`src/rtl/mem_access_stage.sv`:
```
// MEM pipeline stage: passes ALU results through in one cycle and performs loads and stores
// over a req/ack memory handshake. It stalls upstream and aborts an access that gets no ack in time.
module mem_access_stage #(
  parameter int TIMEOUT_CYCLES = 255,
  parameter int CNT_W          = 8
) (
  input  logic        clk_i,
  input  logic        rst_i,
  input  logic        regwrite_i,
  input  logic        memtoreg_i,
  input  logic        memread_i,
  input  logic        memwrite_i,
  input  logic [31:0] alu_result_i,
  input  logic [31:0] rs2_data_i,
  input  logic [4:0]  rd_addr_i,
  output logic        mem_req_o,
  output logic        mem_we_o,
  output logic [31:0] mem_addr_o,
  output logic [31:0] mem_wdata_o,
  input  logic        mem_ack_i,
  input  logic [31:0] mem_rdata_i,
  output logic        stall_o,
  output logic        err_o,
  output logic        regwrite_o,
  output logic        memtoreg_o,
  output logic [31:0] alu_result_o,
  output logic [31:0] mem_data_o,
  output logic [4:0]  rd_addr_o
);

  typedef enum logic {IDLE, ACCESS} state_t;

  state_t           r_state;
  state_t           w_nextState;
  logic             w_op;
  logic             w_timeout;
  logic             w_stall;

  logic             r_pendRegwrite;
  logic             r_pendMemtoreg;
  logic             r_pendWe;
  logic [31:0]      r_pendAlu;
  logic [31:0]      r_pendWdata;
  logic [4:0]       r_pendRd;
  logic [CNT_W-1:0] r_cnt;

  logic             r_err;
  logic             r_regwrite;
  logic             r_memtoreg;
  logic [31:0]      r_aluResult;
  logic [31:0]      r_memData;
  logic [4:0]       r_rdAddr;

  // Ack beats timeout; a timed-out access releases stall so the faulting instruction is dropped.
  always_comb begin
    w_nextState = r_state;
    w_op        = memread_i | memwrite_i;
    w_timeout   = 1'b0;
    w_stall     = 1'b0;
    if (r_state == IDLE) begin
      w_stall = w_op;
      if (w_op) w_nextState = ACCESS;
    end else begin
      w_timeout = !mem_ack_i && (r_cnt == CNT_W'(TIMEOUT_CYCLES - 1));
      w_stall   = !mem_ack_i && !w_timeout;
      if (mem_ack_i || w_timeout) w_nextState = IDLE;
    end
  end

  always_ff @(posedge clk_i) begin
    if (rst_i) r_state <= IDLE;
    else       r_state <= w_nextState;
  end

  always_ff @(posedge clk_i) begin
    if (rst_i) begin
      r_pendRegwrite <= 1'b0;
      r_pendMemtoreg <= 1'b0;
      r_pendWe       <= 1'b0;
      r_pendAlu      <= '0;
      r_pendWdata    <= '0;
      r_pendRd       <= '0;
      r_cnt          <= '0;
      r_err          <= 1'b0;
      r_regwrite     <= 1'b0;
      r_memtoreg     <= 1'b0;
      r_aluResult    <= '0;
      r_memData      <= '0;
      r_rdAddr       <= '0;
    end else begin
      r_regwrite  <= 1'b0;
      r_memtoreg  <= 1'b0;
      r_aluResult <= '0;
      r_memData   <= '0;
      r_rdAddr    <= '0;
      if (r_state == IDLE) begin
        if (!w_op) begin
          r_regwrite  <= regwrite_i;
          r_memtoreg  <= memtoreg_i;
          r_aluResult <= alu_result_i;
          r_rdAddr    <= rd_addr_i;
        end else begin
          r_pendRegwrite <= regwrite_i;
          r_pendMemtoreg <= memtoreg_i;
          r_pendWe       <= memwrite_i;
          r_pendAlu      <= alu_result_i;
          r_pendWdata    <= rs2_data_i;
          r_pendRd       <= rd_addr_i;
          r_cnt          <= '0;
        end
      end else if (mem_ack_i) begin
        r_regwrite  <= r_pendRegwrite;
        r_memtoreg  <= r_pendMemtoreg;
        r_aluResult <= r_pendAlu;
        r_memData   <= r_pendWe ? 32'd0 : mem_rdata_i;
        r_rdAddr    <= r_pendRd;
      end else if (w_timeout) begin
        r_err <= 1'b1;
      end else begin
        r_cnt <= r_cnt + CNT_W'(1);
      end
    end
  end

  assign mem_req_o    = (r_state == ACCESS);
  assign mem_we_o     = r_pendWe;
  assign mem_addr_o   = {r_pendAlu[31:2], 2'b00};
  assign mem_wdata_o  = r_pendWdata;
  assign stall_o      = w_stall;
  assign err_o        = r_err;
  assign regwrite_o   = r_regwrite;
  assign memtoreg_o   = r_memtoreg;
  assign alu_result_o = r_aluResult;
  assign mem_data_o   = r_memData;
  assign rd_addr_o    = r_rdAddr;

endmodule

```
`config.mk`:
```
export PLATFORM = sky130hd
export DESIGN_NAME = mem_access_stage
export DESIGN_NICKNAME = d
export VERILOG_FILES = /design/src/rtl/mem_access_stage.sv
export SDC_FILE = /design/constraint.sdc
export NUM_CORES = 1
export LEC_CHECK = 0
export CAP_MARGIN = 20
export CORE_UTILIZATION = 44
export DETAILED_ROUTE_END_ITERATION = 8
export PLACE_DENSITY_LB_ADDON = 0.2
export REMOVE_ABC_BUFFERS = 1
export SYNTH_ARGS = -nofsm -noshare
export SYNTH_HDL_FRONTEND = slang
export SYNTH_SLANG_ARGS = --single-unit
```
`constraint.sdc`:
```
create_clock -name clk_i -period 3 [get_ports clk_i]
set_clock_uncertainty 0.05 [all_clocks]
set_input_delay 0.3 -clock clk_i [delete_from_list [all_inputs] [get_ports clk_i]]
set_output_delay 0.3 -clock clk_i [all_outputs]
set_load 0.05 [all_outputs]
```
==> qor.txt, run 1 <==
Avg Cell Area, Syn -> 10.0 um^2
vias in the first global route -> 4593
Fillers -> 887
FMAX -> 0.427 GHz
GPL Wtd Cong -> 0.789
die span in y -> 113 um
CTS Buf Count -> 17
htree depth -> 4
# Post-CTS Setup Buffers -> 0
Clk Latency, worst-skew pair -> 0.41 ns
unrepaired setup endpoints after global routing -> no
most frequent cells in the layout -> 242 x clkdlybuf4s50_1, 153 x dfxtp_1, 112 x nand2_1, 41 x a21oi_1, 32 x and2_1
core area -> 0.0120 mm^2
stages on the worst setup path -> 5
Setup crit start kind -> flop
Critical-path top delay cell -> dfxtp_1
Max VDD drop -> 392 uV
CTS Hold Bufs -> 0
Max Cap Viol -> 0
final wirelength -> 14.3 mm
Hold WS -> 0.166 ns
number of clock sinks -> 153
DR vias -> 4645
Worst EP arrival -> 1.99 ns
Synth top area share -> 0.567
commonest non-fill, non-tap cell in the layout -> clkdlybuf4s50_1
fin crit share -> 0.780
Synth area leader -> dfxtp_1
GR Util All Layers -> 0.229
YS warnings -> 0
share of layout cells above drive strength 1 -> 0.0704
Layout area overhead -> 54.9%
initial antenna violation count -> 1
Hold Path Cell Cnt -> 2
worst path bufs/invs -> 1
Final Max Slew Viols -> 0
cell count of the worst reg-to-reg path -> 3
# resized after CTS -> 0
HP Start -> rst_i
clk root buf -> clkbuf_16
Slew headroom -> 0.353
family with the most delay on the worst path -> simple AND/OR/NAND/NOR gates
min-delay worst type -> primary input to flop
Chip Width -> 113 um
Max FO, Critical Path -> 8
# rows -> 40
number of diodes -> 0
grt ovf -> 0
nets -> 851
count of different cell masters after synthesis -> 41
Hold Fails Final Rpt -> 0
CTS tree -> built
crit-path cells -> ha_1, and4_1, a21oi_2, or2_2, buf_12
TNS Setup -> 0 ns
input/output buffers -> 244
sequential fraction of the synthesis area -> 0.567
Post-DP HPWL -> 10.0 mm
mapped cell area -> 0.00540 mm^2
CP startpoint -> r_cnt[1]
first-pass GRT wire length -> 22.7 mm
outcome -> completed
DR DRC count -> 0
Antenna Violating Nets Remaining -> 0
Cell Pwr Density -> 662 mW/mm^2
slowest stage delay, CP -> 0.41 ns
Synth area leaders -> dfxtp_1 57%, nand2_1 7.8%, a32o_1 5.7%
Cells after Synth -> 540
Req. time, crit path -> 2.65 ns
vias per std cell -> 5.16
reg2reg start -> mem_req_o
drt wl/cell -> 15.9 um
DP Worst Slack -> 0.820 ns
Iter 0 DRT Violations -> 285
Initial Util -> 0.451
Top Ports -> 247
Crit Path Class -> flop to output pin
Final Critical Period -> 2.34 ns
largest net degree at the start of global routing -> 63
worst setup margin -> 0.660 ns
final setup violation count -> 0
leakage -> 3.18 nW
critical path capture point type -> output pin
clock slew seen by the registers of the worst setup and hold paths -> 0.06 ns
Seq cells post-synth -> 153
die area -> 0.0127 mm^2
Slew @ Worst Pin -> 0.970 ns
DR pass1 iterations -> 4
CTS max path bufs -> 2
[metal layers]
layer	wire, um	global-route usage
met1	5730	0.255
met3	1420	0.0894
met2	6680	0.378
met5	10	0
met4	436	0.122
[Yosys cell counts]
master	number
a21oi_1	41
inv_1	3
a41oi_1	1
nand2b_1	1
and4_1	1
buf_1	1
and2b_1	1
a32o_1	31
nor4_2	1
nor3_1	3
conb_1	1
a211oi_1	3
nor4b_1	1
buf_4	34
a22o_1	8
clkbuf_1	12
o21ba_2	1
a2111oi_2	1
mux2i_1	6
nand2_1	112
nor2_1	5
and3b_1	1
buf_2	25
nand3_1	7
nand4_1	2
dfxtp_1	153
o21a_1	1
a21oi_2	1
or2_2	1
and3_1	3
nand3b_1	1
o21bai_1	1
or3_1	4
o21ai_0	1
inv_2	1
and2_1	32
ha_1	2
clkinv_1	1
o2bb2ai_1	31
buf_6	1
mux2_2	3
[sequential cells by signal, summed over array words and instances (netlist names)]
| signal | cells |
|---|---|
| r_pendRd | 5 |
| mem_wdata_o | 32 |
| r_pendMemtoreg | 1 |
| r_pendAlu | 32 |
| mem_we_o | 1 |
| rd_addr_o | 5 |
| alu_result_o | 32 |
| r_cnt | 8 |
| mem_data_o | 32 |
| err_o | 1 |
| r_pendRegwrite | 1 |
| mem_req_o | 1 |
| regwrite_o | 1 |
| memtoreg_o | 1 |
[final cells by class]
type	count	area, um^2	share of cell area
inverter	5	18.8	0.00224
clock inverter	7	188	0.0224
sequential	153	3060	0.366
clock buffer	24	482	0.0576
timing repair buffer	254	2520	0.302
multi-input combinational	310	1900	0.228
tap	147	184	0.0220
[report_power, final]
| group | total [W] | switching [W] | internal (W) | leakage (nW) |
|---|---|---|---|---|
| registers | 0.00220 | 0.0000617 | 0.00214 | 1.25 |
| logic | 0.000939 | 0.000574 | 0.000364 | 1.60 |
| clock network | 0.00240 | 0.000778 | 0.00162 | 0.321 |
[cells by family (layout without fill, tap and decap cells)]
group	count (synthesis)	count (layout)	share of synthesized area
flops	153	153	0.567
mux	9	9	0.0174
buf+inv	78	290	0.0850
other cells	1	2	0.000695
fa+ha+maj	2	2	0.00463
simple gates	176	176	0.150
compound gates	121	121	0.175
[path summary, 6_finish.rpt]
| kind | slack [ns] | end |
|---|---|---|
| max | 0.66 | stall_o |
| min | 0.17 | err_o |
| max reg2reg | 1.22 | mem_data_o[28] |
| min reg2reg | 0.41 | mem_wdata_o[19] |
[stage by stage]
step / area, um^2 / util / power [W] / instances
after floorplan: 4960 / - / 0.00275 / 468
after global routing: 8360 / 0.699 / 0.00574 / 900
final: 8360 / 0.699 / 0.00554 / 900
after global placement: 7690 / 0.643 / 0.00316 / 869
after detailed placement: 7690 / 0.643 / 0.00318 / 869
after CTS: 8360 / 0.699 / 0.00558 / 900
Power figures use the tool's default switching activity.
==> run 2, diff against run 1 <==
--- a/config.mk
+++ b/config.mk
@@ -6,7 +6,7 @@
 export NUM_CORES = 1
 export LEC_CHECK = 0
 export CAP_MARGIN = 20
-export CORE_UTILIZATION = 44
+export CORE_UTILIZATION = 37
 export DETAILED_ROUTE_END_ITERATION = 8
 export PLACE_DENSITY_LB_ADDON = 0.2
 export REMOVE_ABC_BUFFERS = 1
==> constraint.sdc (replaced) <==
create_clock -name clk_i -period 1.9 [get_ports clk_i]
set_clock_uncertainty 0.05 [all_clocks]
set_input_delay 0.19 -clock clk_i [delete_from_list [all_inputs] [get_ports clk_i]]
set_output_delay 0.19 -clock clk_i [all_outputs]
set_load 0.05 [all_outputs]
==> run 2 against run 1 <==
Die area is 19% higher. Largest power group is now sequential cells. Register-to-register slack got worse by 1.0 ns. Final area grew 1.8%. Critical endpoint unchanged. Hold slack worse by 0.089 ns. Highest routed layer is now met4.
==> qor.txt, run 2 (synthesis gave the netlist of run 1 again) <==
DR vias -> 4716
Worst EP arrival -> 1.66 ns
Max Cap Viol -> 0
Cell Pwr Density -> 966 mW/mm^2
min-delay worst type -> primary input to flop
most frequent cells in the layout -> 231 x clkdlybuf4s50_1, 151 x dfxtp_1, 112 x nand2_1, 41 x a21oi_1, 32 x and2_1
vias in the first global route -> 4523
Req. time, crit path -> 1.66 ns
final wirelength -> 14.7 mm
share of layout cells above drive strength 1 -> 0.109
Final Max Slew Viols -> 0
cell count of the worst reg-to-reg path -> 7
Initial Util -> 0.384
CTS Hold Bufs -> 0
GR Util All Layers -> 0.195
DR DRC count -> 0
clock slew seen by the registers of the worst setup and hold paths -> 0.06 ns
first-pass GRT wire length -> 22.5 mm
die area -> 0.0151 mm^2
leakage -> 3.34 nW
power share of the combinational group -> 0.185
Hold Fails Final Rpt -> 0
DP Worst Slack -> 0.153 ns
Crit Path Class -> flop to output pin
Setup crit start kind -> flop
Chip Width -> 123 um
reg-to-reg slack, setup -> 0.19 ns
CTS tree -> built
fin crit share -> 0.998
htree depth -> 4
# rows -> 43
critical path capture point type -> output pin
Top Ports -> 247
Max VDD drop -> 500 uV
Final Critical Period -> 1.90 ns
input/output buffers -> 244
vias per std cell -> 4.97
final core occ -> 0.606
number of clock sinks -> 153
die span in y -> 123 um
core area -> 0.0140 mm^2
CP startpoint -> r_cnt[0]
largest net degree at the start of global routing -> 63
nets -> 866
initial antenna violation count -> 0
worst setup margin -> 0.00399 ns
Slew @ Worst Pin -> 0.998 ns
FMAX -> 0.527 GHz
net switching power -> 0.00230 W
DR pass1 iterations -> 4
Internal -> 0.00591 W
CP endpoint -> stall_o
CTS Buf Count -> 17
Net Sw Frac -> 0.280
commonest non-fill, non-tap cell in the layout -> clkdlybuf4s50_1
Antenna Violating Nets Remaining -> 0
reg2reg start -> r_cnt[0]
number of diodes -> 0
Max FO, Critical Path -> 5
power share of the sequential group -> 0.422
Iter 0 DRT Violations -> 276
reg2reg end -> r_cnt[5]
clock network power share -> 0.393
final setup violation count -> 0
Hold Path Cell Cnt -> 2
drt wl/cell -> 15.5 um
Slew headroom -> 0.335
Post-DP HPWL -> 10.3 mm
Clk Latency, worst-skew pair -> 0.41 ns
outcome -> completed
GPL Wtd Cong -> 0.809
clk root buf -> clkbuf_16
grt ovf -> 0
unrepaired setup endpoints after global routing -> yes
CTS max path bufs -> 2
Layout area overhead -> 57.6%
==> run 2: cell types whose count changed in the layout (fill, tap and decap cells not counted), sizes merged <==
cell / delta
clkinvlp: +2
bufinv: -5
dlymetal6s2s: +6
clkinv: +6
inv: +1
clkbuf: -3
clkdlybuf4s50: -11
buf: +20
==> run 2: routing by layer <==
metal	GRT usage	vias up	routed length, um
li1	-	2263	-
met1	0.213	2231	5800
met2	0.329	203	7080
met3	0.0860	19	1600
met4	0.0838	0	248
met5	0	-	0
==> run 2: how the worst min path moves through the flow <==
| stage | slack (ns) | endpoint | startpoint |
|---|---|---|---|
| 2_1_floorplan | 0.21 | mem_wdata_o[0] | rst_i |
| 3_3_place_gp | 0.39 | r_pendRd[4] | r_pendRd[4] |
| 3_5_place_dp | 0.40 | mem_wdata_o[10] | mem_wdata_o[10] |
| 4_1_cts | 0.05 | err_o | rst_i |
| 5_1_grt | 0.07 | err_o | rst_i |
| 6_report | 0.08 | err_o | rst_i |
==> run 2: worst max-delay path, stage by stage (launching register included) <==
cell and delay (ns):
dfxtp_4 0.36, inv_4 0.06, ha_4 0.12, and4_4 0.23
a21oi_4 0.07, or2_4 0.26, buf_12 0.15
==> run 2: layout make-up <==
| cell class | instances | area (um^2) |
|---|---|---|
| Timing Repair Buffer | 269 | 2690 |
| Multi-Input combinational cell | 310 | 1930 |
| Fill cell | 1144 | 5530 |
| Sequential cell | 153 | 3070 |
| Tap cell | 180 | 225 |
| Clock buffer | 21 | 480 |
| Clock inverter | 11 | 95.1 |
| Inverter | 5 | 21.3 |
==> run 2: stage by stage <==
stage          power (W)  hold WS, ns  TNS (ns)  area [um^2]  instances
2_1_floorplan    0.00434        0.209    -66.22         4960        468
6_report         0.00822       0.0764         0         8510        949
3_3_place_gp     0.00503        0.392         0         7840        911
4_1_cts          0.00830       0.0545         0         8440        944
5_1_grt          0.00856       0.0679   -0.0424         8510        949
3_5_place_dp     0.00505        0.396         0         7840        911
==> run 2: power by group through the flow <==
| stage | logic (W) | registers [W] | clock network, W |
|---|---|---|---|
| 2_1_floorplan | 0.000298 | 0.00404 | 0 |
| 3_3_place_gp | 0.00150 | 0.00353 | 0 |
| 3_5_place_dp | 0.00152 | 0.00354 | 0 |
| 4_1_cts | 0.00153 | 0.00347 | 0.00330 |
| 5_1_grt | 0.00161 | 0.00348 | 0.00346 |
| 6_report | 0.00152 | 0.00347 | 0.00323 |
==> run 2: repair_timing <==
| action | CTS | global route |
|---|---|---|
| pin swaps | 1 | 2 |
| buffers inserted | 1 | 5 |
| setup endpoints to repair | 1 | 7 |
| gates resized for setup | 7 | 11 |
==> run 3, diff against run 2 <==
--- a/config.mk
+++ b/config.mk
@@ -8,6 +8,7 @@
 export CAP_MARGIN = 20
 export CORE_UTILIZATION = 37
 export DETAILED_ROUTE_END_ITERATION = 8
+export GPL_ROUTABILITY_DRIVEN = 0
 export PLACE_DENSITY_LB_ADDON = 0.2
 export REMOVE_ABC_BUFFERS = 1
 export SYNTH_ARGS = -nofsm -noshare
==> results of run 3 <==
No change in the layout: final DEF, timing and power equal those of run 2.
